**config.mk**
```make
export PLATFORM = sky130hd
export DESIGN_NAME = spike_rate_decoder
export DESIGN_NICKNAME = d
export VERILOG_FILES = /design/src/rtl/spike_rate_decoder.sv
export SDC_FILE = /design/constraint.sdc
export NUM_CORES = 1
export LEC_CHECK = 0
export ABC_AREA = 1
export CAP_MARGIN = 5
export CELL_PAD_IN_SITES_DETAIL_PLACEMENT = 0
export CELL_PAD_IN_SITES_GLOBAL_PLACEMENT = 1
export CORE_MARGIN = 2
export CORE_UTILIZATION = 38
export DETAILED_ROUTE_END_ITERATION = 16
export GPL_ROUTABILITY_DRIVEN = 0
export HOLD_SLACK_MARGIN = 0.05
export PLACE_DENSITY_LB_ADDON = 0.1
export SKIP_CTS_REPAIR_TIMING = 1
export SLEW_MARGIN = 20
export SYNTH_ARGS = -nofsm -noshare
export SYNTH_HDL_FRONTEND = slang
export SYNTH_SLANG_ARGS = --single-unit
export TNS_END_PERCENT = 30
```
**constraint.sdc**
```tcl
create_clock -name clk -period 3.85 [get_ports clk]
set_input_delay 1.155 -clock clk [delete_from_list [all_inputs] [get_ports clk]]
set_output_delay 1.155 -clock clk [all_outputs]
set_load 0.01 [all_outputs]
```
**src/rtl/spike_rate_decoder.sv**
```systemverilog
`default_nettype none
// ============================================================================
// Module      : spike_rate_decoder
// Description : Rate decoder for the LIF neuron's spike output. Counts spikes
//               over a fixed window of 2**WINDOW_LOG2 clock cycles and emits
//               the saturated count as an 8-bit rate word. The rate word sits
//               in a one-entry valid/ready buffer so the consumer can stall.
//
//               Optional build macro SPIKE_EDGE_EN:
//                 defined   - only rising edges of spike are counted (a
//                             level held high for k cycles counts once)
//                 undefined - every en=1 cycle with spike=1 is counted
//
// Ports       :
//   clk         in   clock
//   rst_n       in   synchronous active-low reset
//   en          in   decode enable; low aborts the current window
//   spike       in   spike level from the neuron, sampled every clk
//   rate        out  [7:0] spike count of the last completed window
//   rate_valid  out  rate holds an unconsumed value
//   rate_ready  in   consumer accepts rate when rate_valid && rate_ready
//   overrun     out  sticky: a completed window was dropped (buffer full)
//   window_pos  out  [WINDOW_LOG2-1:0] current position in the window
//
// Revision    : 1.0 - initial release
// ============================================================================
module spike_rate_decoder #(
    parameter int unsigned WINDOW_LOG2 = 5
) (
    input  logic                   clk,
    input  logic                   rst_n,
    input  logic                   en,
    input  logic                   spike,
    output logic [7:0]             rate,
    output logic                   rate_valid,
    input  logic                   rate_ready,
    output logic                   overrun,
    output logic [WINDOW_LOG2-1:0] window_pos
);

    // Last position of a window: all ones.
    localparam logic [WINDOW_LOG2-1:0] c_last_pos = '1;

    logic [WINDOW_LOG2-1:0] r_pos;
    logic [7:0]             r_count;
    logic [7:0]             r_rate;
    logic                   r_rate_valid;
    logic                   r_overrun;

    logic                   w_counted;
    logic                   w_close;
    logic                   w_load_ok;
    logic [8:0]             w_sum;
    logic [7:0]             w_sat;

    // The decoder has two states, IDLE (en=0) and COUNT (en=1). Because the
    // state is exactly the current value of en, no separate state register
    // is kept: an IDLE cycle simply forces window_pos and the counter to 0
    // on the next edge, so the first COUNT cycle always sees window_pos=0.

`ifdef SPIKE_EDGE_EN
    logic r_spike_prev;

    // Previous-sample register runs in every state so an edge that rises
    // on the first counted cycle is detected correctly.
    always_ff @(posedge clk) begin
        if (!rst_n) begin
            r_spike_prev <= 1'b0;
        end else begin
            r_spike_prev <= spike;
        end
    end

    assign w_counted = en & spike & ~r_spike_prev;
`else
    assign w_counted = en & spike;
`endif

    // 9-bit add so a count of 255 plus one spike is caught and clamped.
    assign w_sum     = {1'b0, r_count} + {8'd0, w_counted};
    assign w_sat     = w_sum[8] ? 8'hFF : w_sum[7:0];
    assign w_close   = en && (r_pos == c_last_pos);
    // The buffer can take the closing value if it is empty, or if its
    // current content is being consumed on this same edge.
    assign w_load_ok = !r_rate_valid || rate_ready;

    always_ff @(posedge clk) begin
        if (!rst_n) begin
            r_pos        <= '0;
            r_count      <= 8'd0;
            r_rate       <= 8'd0;
            r_rate_valid <= 1'b0;
            r_overrun    <= 1'b0;
        end else begin
            // Window position and spike counter.
            if (!en) begin
                r_pos   <= '0;
                r_count <= 8'd0;
            end else begin
                r_pos   <= r_pos + 1'b1;
                r_count <= w_close ? 8'd0 : w_sat;
            end

            // Output buffer. A load takes priority over a plain consume;
            // a consume with no load simply empties the buffer and leaves
            // rate holding its last value.
            if (w_close) begin
                if (w_load_ok) begin
                    r_rate       <= w_sat;
                    r_rate_valid <= 1'b1;
                end else begin
                    r_overrun    <= 1'b1;
                end
            end else if (r_rate_valid && rate_ready) begin
                r_rate_valid <= 1'b0;
            end
        end
    end

    assign rate       = r_rate;
    assign rate_valid = r_rate_valid;
    assign overrun    = r_overrun;
    assign window_pos = r_pos;

endmodule
`default_nettype wire

```
## Word-level counts from Yosys, hierarchy flattened

Cells that the tools add are included.

| word-level totals | value |
|---|---|
| register bits | 23 |
| input port bits | 5 |
| output and inout port bits | 15 |
| word-level logic and storage cells | 27 |

| cells by class | value |
|---|---|
| $add $sub $neg | 2 |
| equal/unequal tests | 2 |
| mux-type cells | 4 |
| bitwise gates (word level) | 4 |
| reductions and logical operators | 10 |

Operators by type and width:

| kind | number |
|---|---|
| $add A8 B1 Y9 | 1 |
| $mux W8 | 1 |
| $reduce_and A2 Y1 | 4 |
| $add A5 B1 Y5 const B | 1 |
| $eq A5 B5 Y1 const B | 1 |
| $mux W1 | 3 |
| $not A1 Y1 | 3 |
| $reduce_or A3 Y1 | 1 |
| $logic_and A1 B1 Y1 | 2 |
| $ne A2 B1 Y1 const B | 1 |
| $reduce_bool A2 Y1 | 1 |
| $and A1 B1 Y1 | 1 |
| $logic_not A1 Y1 | 1 |
| $logic_or A1 B1 Y1 | 1 |

## Depth between registers and ports, before layout

Gate-level depths: netlist of run 1.

| depth | value |
|---|---|
| word-level depth | 4 |
| gate-level depth with buffers | 12 |

## Least setup slack after synthesis of run 1

Ideal clock, no wire load.

| timing path | value |
|---|---|
| path type | input port to flip-flop |
| from | input port en |
| to | register r_rate[0], in the netlist rate[0] |
| library setup time | 109 ps |
| arrival | 2146 ps |
| required time | 3741 ps |
| setup slack | 1595 ps |
| cell stages on the path | 12 |
| buffers on the path | 0 |
| cells stage by stage | nand2_1 -> inv_1 -> ha_1 -> ha_1 -> nand2_2 -> nor2_4 -> nand3_4 -> inv_2 -> nor2_1 -> nand2_1 -> nand2_1 -> inv_1 |

| on the way | value |
|---|---|
| longest elaborated chain between the ends | 3 |
| elaborated cells on any way between the ends | 5 |

RTL lines:

| element | line | text |
|---|---|---|
| from (decl) | 32 | `input logic en,` |
| $and A1 B1 Y1 | 76 | `assign w_counted = en & spike;` |
| $add A8 B1 Y9 | 80 | `assign w_sum = {1'b0, r_count} + {8'd0, w_counted};` |
| $mux W8 | 81 | `assign w_sat = w_sum[8] ? 8'hFF : w_sum[7:0];` |
| to (signal assigned) | 109 | `r_rate <= w_sat;` |
| to (decl) | 46 | `logic [7:0] r_rate;` |

Parallel ways exist; a longest one is shown, timed or not.
A chain may end at the register's enable or synchronous reset.

## Final worst setup path of run 1

| timing path | value |
|---|---|
| from | input port en |
| to | register r_rate[4], in the netlist rate[4] |

The elaborated chain is that of the path after synthesis.

==> out/results.ini, run 1 <==
[pwr]
share_comb_of_total_power_pct = 4.2
ir_drop_mv = 0.170
clock_power_share_pct = 30.5
swShare_pct = 22.0
pwr-share-seq_pct = 65.3
power.density_nw_per_um2 = 295
leakagePower_nw = 0.545
p_switching_mw = 0.0810
internal-power_mw = 0.287

[floorplanning]
die_x_um = 55.5
initial_utilization_pct = 40.2
ios = 20
fp.dieH_um = 55.5
core_region_area_um2 = 2500
die_area_um2 = 3070
row_count = 18

[synth]
yosysTopAreaCellShare_pct = 45.8
synth_area_leader_cell = dfxtp_1
postSynth.asyncResetShare_pct = 0
ys_seq_area_share_pct = 45.8
ys_ff_latch = 23
synth.distinct_cells = 19
synth.avg_cell_area_um2 = 7.34
yosys-top-cells-area = dfxtp_1, nor2_1, inv_1
syn_inst = 137
yosysMostFrequentCell = nor2_1
ys_top_cells_by_count = nor2_1, dfxtp_1, inv_1, nand2_1, nand3_1
syn-cell-area_um2 = 1010
synth_edf_count = 0
yosysWarnings = 0
synth_ff_type = dfxtp_1
synth_nets = 146

[worst_setup_path]
path_cells = clkdlybuf4s50_1 > nand2_1 > inv_1 > ha_1 > ha_1 > nand2_2 > nor2_1 > xnor2_1 > nand3_1 > nand2_1 > inv_1
cp_top_family = buffers and inverters
end_kind = flop
cpPeakStageDelay_ns = 0.50
cp-start-kind = input port
crit_fanout = 3
slowest_stage = clkdlybuf4s50_1
criticalPathCategory = input port to flop
cp_num_buf_inv = 3
crit_arrival_ns = 2.78
required_ns = 4.08

[clock_tree]
h-tree-depth = 1
cts.path.max_buffers = 2
clock_latency_ns = 0.31
clk_pin_slew_ns = 0.13
cts_buffers = 3
clock-sinks = 23
cts_root_buffer = clkbuf_4
cts_tree = yes

[timing]
fin_setup_tns_ns = 0
drv_slew = 0
post-route-period-util_pct = 66.2
finalSetupViolCount = 0
finClkSkew_ns = 0.00549
finalCriticalPeriod_ns = 2.55
rsz0062_at_grt = no
worst_pin_slew_ns = 0.496
final_hold_viol_count = 0
max_freq_mhz = 392
slew_headroom_pct = 66.9

[drt]
drc = 0
first_iter_violations = 9
drtPass1Iterations = 4
viasPerCell = 4.77
vias = 901
ant_nets = 0
wl_mm = 2.02
wire_per_inst_um = 10.7

[status]
status = complete, no violations

[layout]
fin_util_pct = 49.9
nets = 169
drive_gt1_share_pct = 5.66
syn_to_final_growth_pct = 24.1
antennaDiodeCount = 0

[job]
maxCapViolCount = 0

[grt]
grt_pass1_wl_mm = 3.48
antenna_found_initial = 0
track_usage_pct = 14.1
gr-total-overflow = 0
grt_pass1_vias = 884
grt_start_max_net_pins = 14

[placement]
hpwl_mm = 1.57
io_buffers = 19

[min_path]
hold_path.class = flop to flop

-- layout by cell type (no fill, tap or decap) --
cell	instances
inv_1	22
and3_1	1
nor2_1	33
a21oi_1	4
ha_1	4
o21ai_2	1
nor2_4	1
nor3b_1	1
nor2_2	1
xnor2_1	1
nand2_2	1
nand2_1	22
nand3_4	1
inv_2	1
dfxtp_1	23
clkbuf_4	3
nand3_1	10
clkbuf_1	1
o21ai_0	6
clkdlybuf4s50_1	19
a31oi_1	3
-- flip-flops by register name, summed over array words and instances, names as in the netlist --
signal and count:
r_count 8, rate 8, window_pos 5, overrun 1, rate_valid 1
-- worst paths after layout --
kind                                            endpoint                startpoint  cells after the start  slack (ns)
worst max-delay path                rate[4]$_SDFFE_PN0P_                        en                     11        1.30
worst min-delay path            window_pos[0]$_SDFF_PP0_  window_pos[0]$_SDFF_PP0_                      1        0.48
worst max register to register      rate[2]$_SDFFE_PN0P_  window_pos[0]$_SDFF_PP0_                      9        1.96
worst min register to register  window_pos[0]$_SDFF_PP0_  window_pos[0]$_SDFF_PP0_                      1        0.48
-- worst reg2reg max path, cell delays in order (launching register included) --
cell and delay [ns]:
dfxtp_1 0.39, ha_1 0.18, nand2_1 0.06, nor2_1 0.10
ha_1 0.18, nand2_1 0.08, nor2_2 0.42, inv_1 0.17
o21ai_0 0.18, inv_1 0.05
-- layout make-up --
type / instances / area, um2
clock buffers: 4 / 26.3
repair buffers: 19 / 190
fillers: 278 / 1250
multi-input cells: 90 / 448
flip-flops and latches: 23 / 460
well taps: 30 / 37.5
inverters: 23 / 86.3
-- power by group through the flow --
stage | clock (mW) | combinational, mW | sequential [mW]
2_1_floorplan | 0 | 0.00609 | 0.246
3_3_place_gp | 0 | 0.0154 | 0.246
3_5_place_dp | 0 | 0.0156 | 0.246
4_1_cts | 0.117 | 0.0157 | 0.241
5_1_grt | 0.125 | 0.0174 | 0.241
6_report | 0.112 | 0.0155 | 0.240
-- metrics by stage --
stage	hold slack (ns)	cell area, um2	worst slack [ns]	std cells	total power, mW
floorplan	0.469	1010	1.59	137	0.252
global placement	0.441	1220	0.958	185	0.261
detailed placement	0.459	1220	0.926	185	0.261
CTS	0.488	1250	1.27	189	0.373
global route	0.513	1250	1.17	189	0.383
finish	0.476	1250	1.30	189	0.368
-- metal layers --
metal	vias up	track usage, %	part of all wire (%)
li1	466	-	-
met1	411	16.7	46
met2	22	24.7	49
met3	2	2.58	4.3
met4	0	6.27	0.60
met5	-	0	0
-- cells by family (layout without fill, tap and decap cells) --
logic type | count (synthesis) | after routing | share of synthesized area, %
flops | 23 | 23 | 45.8
simple gates | 71 | 71 | 31.0
xor+xnor | 1 | 1 | 0.871
compound gates | 14 | 14 | 7.71
buf+inv | 24 | 46 | 9.70
fa+ha+maj | 4 | 4 | 4.98
Power figures use the tool's default switching activity.
==> run 2: changes to the inputs <==
- CORE_UTILIZATION: 38 -> 35
- clock period: 3.85 -> 2.46 ns (I/O delays scaled with it)
==> run 2 against run 1 <==
Compared with the run above: cell area increased by 1.9%; critical path depth unchanged; final cell count increased by 2.1%; largest cell class unchanged; register-to-register slack got worse by 1.3 ns; global-route usage decreased by 0.13 points; flip-flop and latch count unchanged; core utilization decreased by 3.4 points; first-iteration DRC count increased to 2.7 times the previous value; hold slack improved by 0.0028 ns; clock power increased by 55%; worst setup slack got worse by 0.94 ns; total power increased by 56%; highest routed layer unchanged.
==> out/results.ini, run 2 (synthesis gave the netlist of run 1 again) <==
[status]
status = complete, no violations

[worst_setup_path]
cp-start-kind = input port
path_cells = clkdlybuf4s50_1 > nand2_1 > inv_1 > ha_1 > ha_1 > nand2_2 > nor2_1 > xnor2_1 > nand3_1 > nand2_1 > inv_1
criticalPathCategory = input port to flop
cpPeakStageDelay_ns = 0.42  ; -0.08 ns
crit_fanout = 3  ; unchanged
slowest_stage = clkdlybuf4s50_1
end_kind = flop
crit_arrival_ns = 2.32  ; -0.46 ns
required_ns = 2.68  ; -1.40 ns

[drt]
viasPerCell = 4.63  ; -2.9%
first_iter_violations = 24  ; +15
wire_per_inst_um = 10.6  ; -0.27%
drtPass1Iterations = 4  ; unchanged
wl_mm = 2.05  ; +1.8%
ant_nets = 0  ; unchanged
vias = 893  ; -0.89%
drc = 0  ; unchanged

[layout]
multiInputGateArea_um2 = 448  ; unchanged
syn_to_final_growth_pct = 26.5
fillers = 277  ; -0.36%
final_common_cell = nor2_1
antennaDiodeCount = 0  ; unchanged
seq_area_um2 = 460  ; unchanged
nets = 172  ; +1.8%
drive_gt1_share_pct = 7.41  ; +1.7 points
final_cell_mix = nor2_1, dfxtp_1, nand2_1, inv_1, clkdlybuf4s50_1
fin_util_pct = 46.5  ; -3.4 points
final_cells = 193  ; +2.1%

[min_path]
hold_path.class = flop to flop

[clock_tree]
cts_buffers = 3  ; unchanged
clock_latency_ns = 0.31  ; about the same
h-tree-depth = 1  ; unchanged
clock-sinks = 23  ; unchanged
cts.path.max_buffers = 2  ; unchanged
cts_tree = yes
cts_root_buffer = clkbuf_4
clk_pin_slew_ns = 0.12  ; about the same

[timing]
finalWorstSetupSlack_ns = 0.358  ; -0.944 ns
worst_pin_slew_ns = 0.274  ; -0.222 ns
slew_headroom_pct = 81.7  ; +15 points
rsz0062_at_grt = no
final_hold_viol_count = 0  ; unchanged
post-route-period-util_pct = 85.4
finalCriticalPeriod_ns = 2.10
max_freq_mhz = 476
finalSetupViolCount = 0  ; unchanged
finClkSkew_ns = 0.00300  ; -0.00249 ns
drv_slew = 0  ; unchanged
fin_setup_tns_ns = 0  ; unchanged

[grt]
gr-total-overflow = 0  ; unchanged
grt_start_max_net_pins = 13  ; -1
antenna_found_initial = 0  ; unchanged
grt_pass1_vias = 829  ; -6.2%
track_usage_pct = 14.0  ; -0.13 points
grt_pass1_wl_mm = 3.57  ; +2.8%

[pwr]
pwr-share-seq_pct = 65.4  ; about the same
internal-power_mw = 0.450  ; +57%
finalPower_mw = 0.576  ; +56%
share_comb_of_total_power_pct = 4.3  ; about the same
ir_drop_mv = 0.350  ; +110%
power.density_nw_per_um2 = 452  ; +53%
leakagePower_nw = 0.561  ; +2.9%
swShare_pct = 21.7  ; -0.25 points
p_switching_mw = 0.125  ; +55%
clock_power_share_pct = 30.3  ; -0.2 points

[placement]
pre_cts_slack_ns = 0.0286  ; -0.897 ns
io_buffers = 19  ; unchanged
place_inst = 189  ; +2.2%
hpwl_mm = 1.58  ; +1.0%

[floorplanning]
die_area_um2 = 3320  ; +7.9%
initial_utilization_pct = 36.8  ; -3.4 points
ios = 20  ; unchanged
core_region_area_um2 = 2730  ; +9.4%
row_count = 19  ; +1
fp.dieH_um = 57.6  ; +3.9%
die_x_um = 57.6  ; +3.9%

[job]
maxCapViolCount = 0  ; unchanged

==> run 2: worst paths after layout <==
| check | start | end | cells after the start | slack, ns |
|---|---|---|---|---|
| worst max-delay path | en | rate[4]$_SDFFE_PN0P_ | 11 | 0.36 |
| worst min-delay path | window_pos[0]$_SDFF_PP0_ | window_pos[0]$_SDFF_PP0_ | 1 | 0.48 |
| worst max register to register | window_pos[0]$_SDFF_PP0_ | rate[4]$_SDFFE_PN0P_ | 10 | 0.68 |
| worst min register to register | window_pos[0]$_SDFF_PP0_ | window_pos[0]$_SDFF_PP0_ | 1 | 0.48 |
==> run 2: through the flow <==
stage | hold WS, ns | area (um2)
2_1_floorplan | 0.469 | 1010
3_3_place_gp | 0.452 | 1250
3_5_place_dp | 0.459 | 1250
4_1_cts | 0.490 | 1270
5_1_grt | 0.539 | 1270
6_report | 0.479 | 1270
==> run 2: layout make-up <==
type / count / share of cell area, %
Tap cell: 31 / 3.05
Clock buffer: 4 / 2.06
Timing Repair Buffer: 22 / 16.7
Multi-Input combinational cell: 90 / 35.2
Inverter: 23 / 6.78
Sequential cell: 23 / 36.2
==> run 2: worst max-delay path, delay by kind of cell <==
kind	cells	cell delay (ns)
buffers and inverters	3	0.50
AND/OR/NAND/NOR	5	0.46
adder cells (fa/ha/maj)	2	0.40
XOR/XNOR	1	0.23
==> run 2: layer usage <==
layer	vias up	global-route usage, %	share of wire [%]
li1	479	-	-
met1	393	18.9	51
met2	19	21.8	42
met3	2	5.58	5.6
met5	-	0	0
met4	0	1.99	0.63
==> run 2: power groups by stage <==
stage / logic (mW) / clock network, mW / registers (mW)
final: 0.0250 / 0.174 / 0.376
after detailed placement: 0.0254 / 0 / 0.385
after CTS: 0.0254 / 0.188 / 0.377
after global placement: 0.0254 / 0 / 0.385
after floorplan: 0.00954 / 0 / 0.385
after global routing: 0.0285 / 0.206 / 0.377
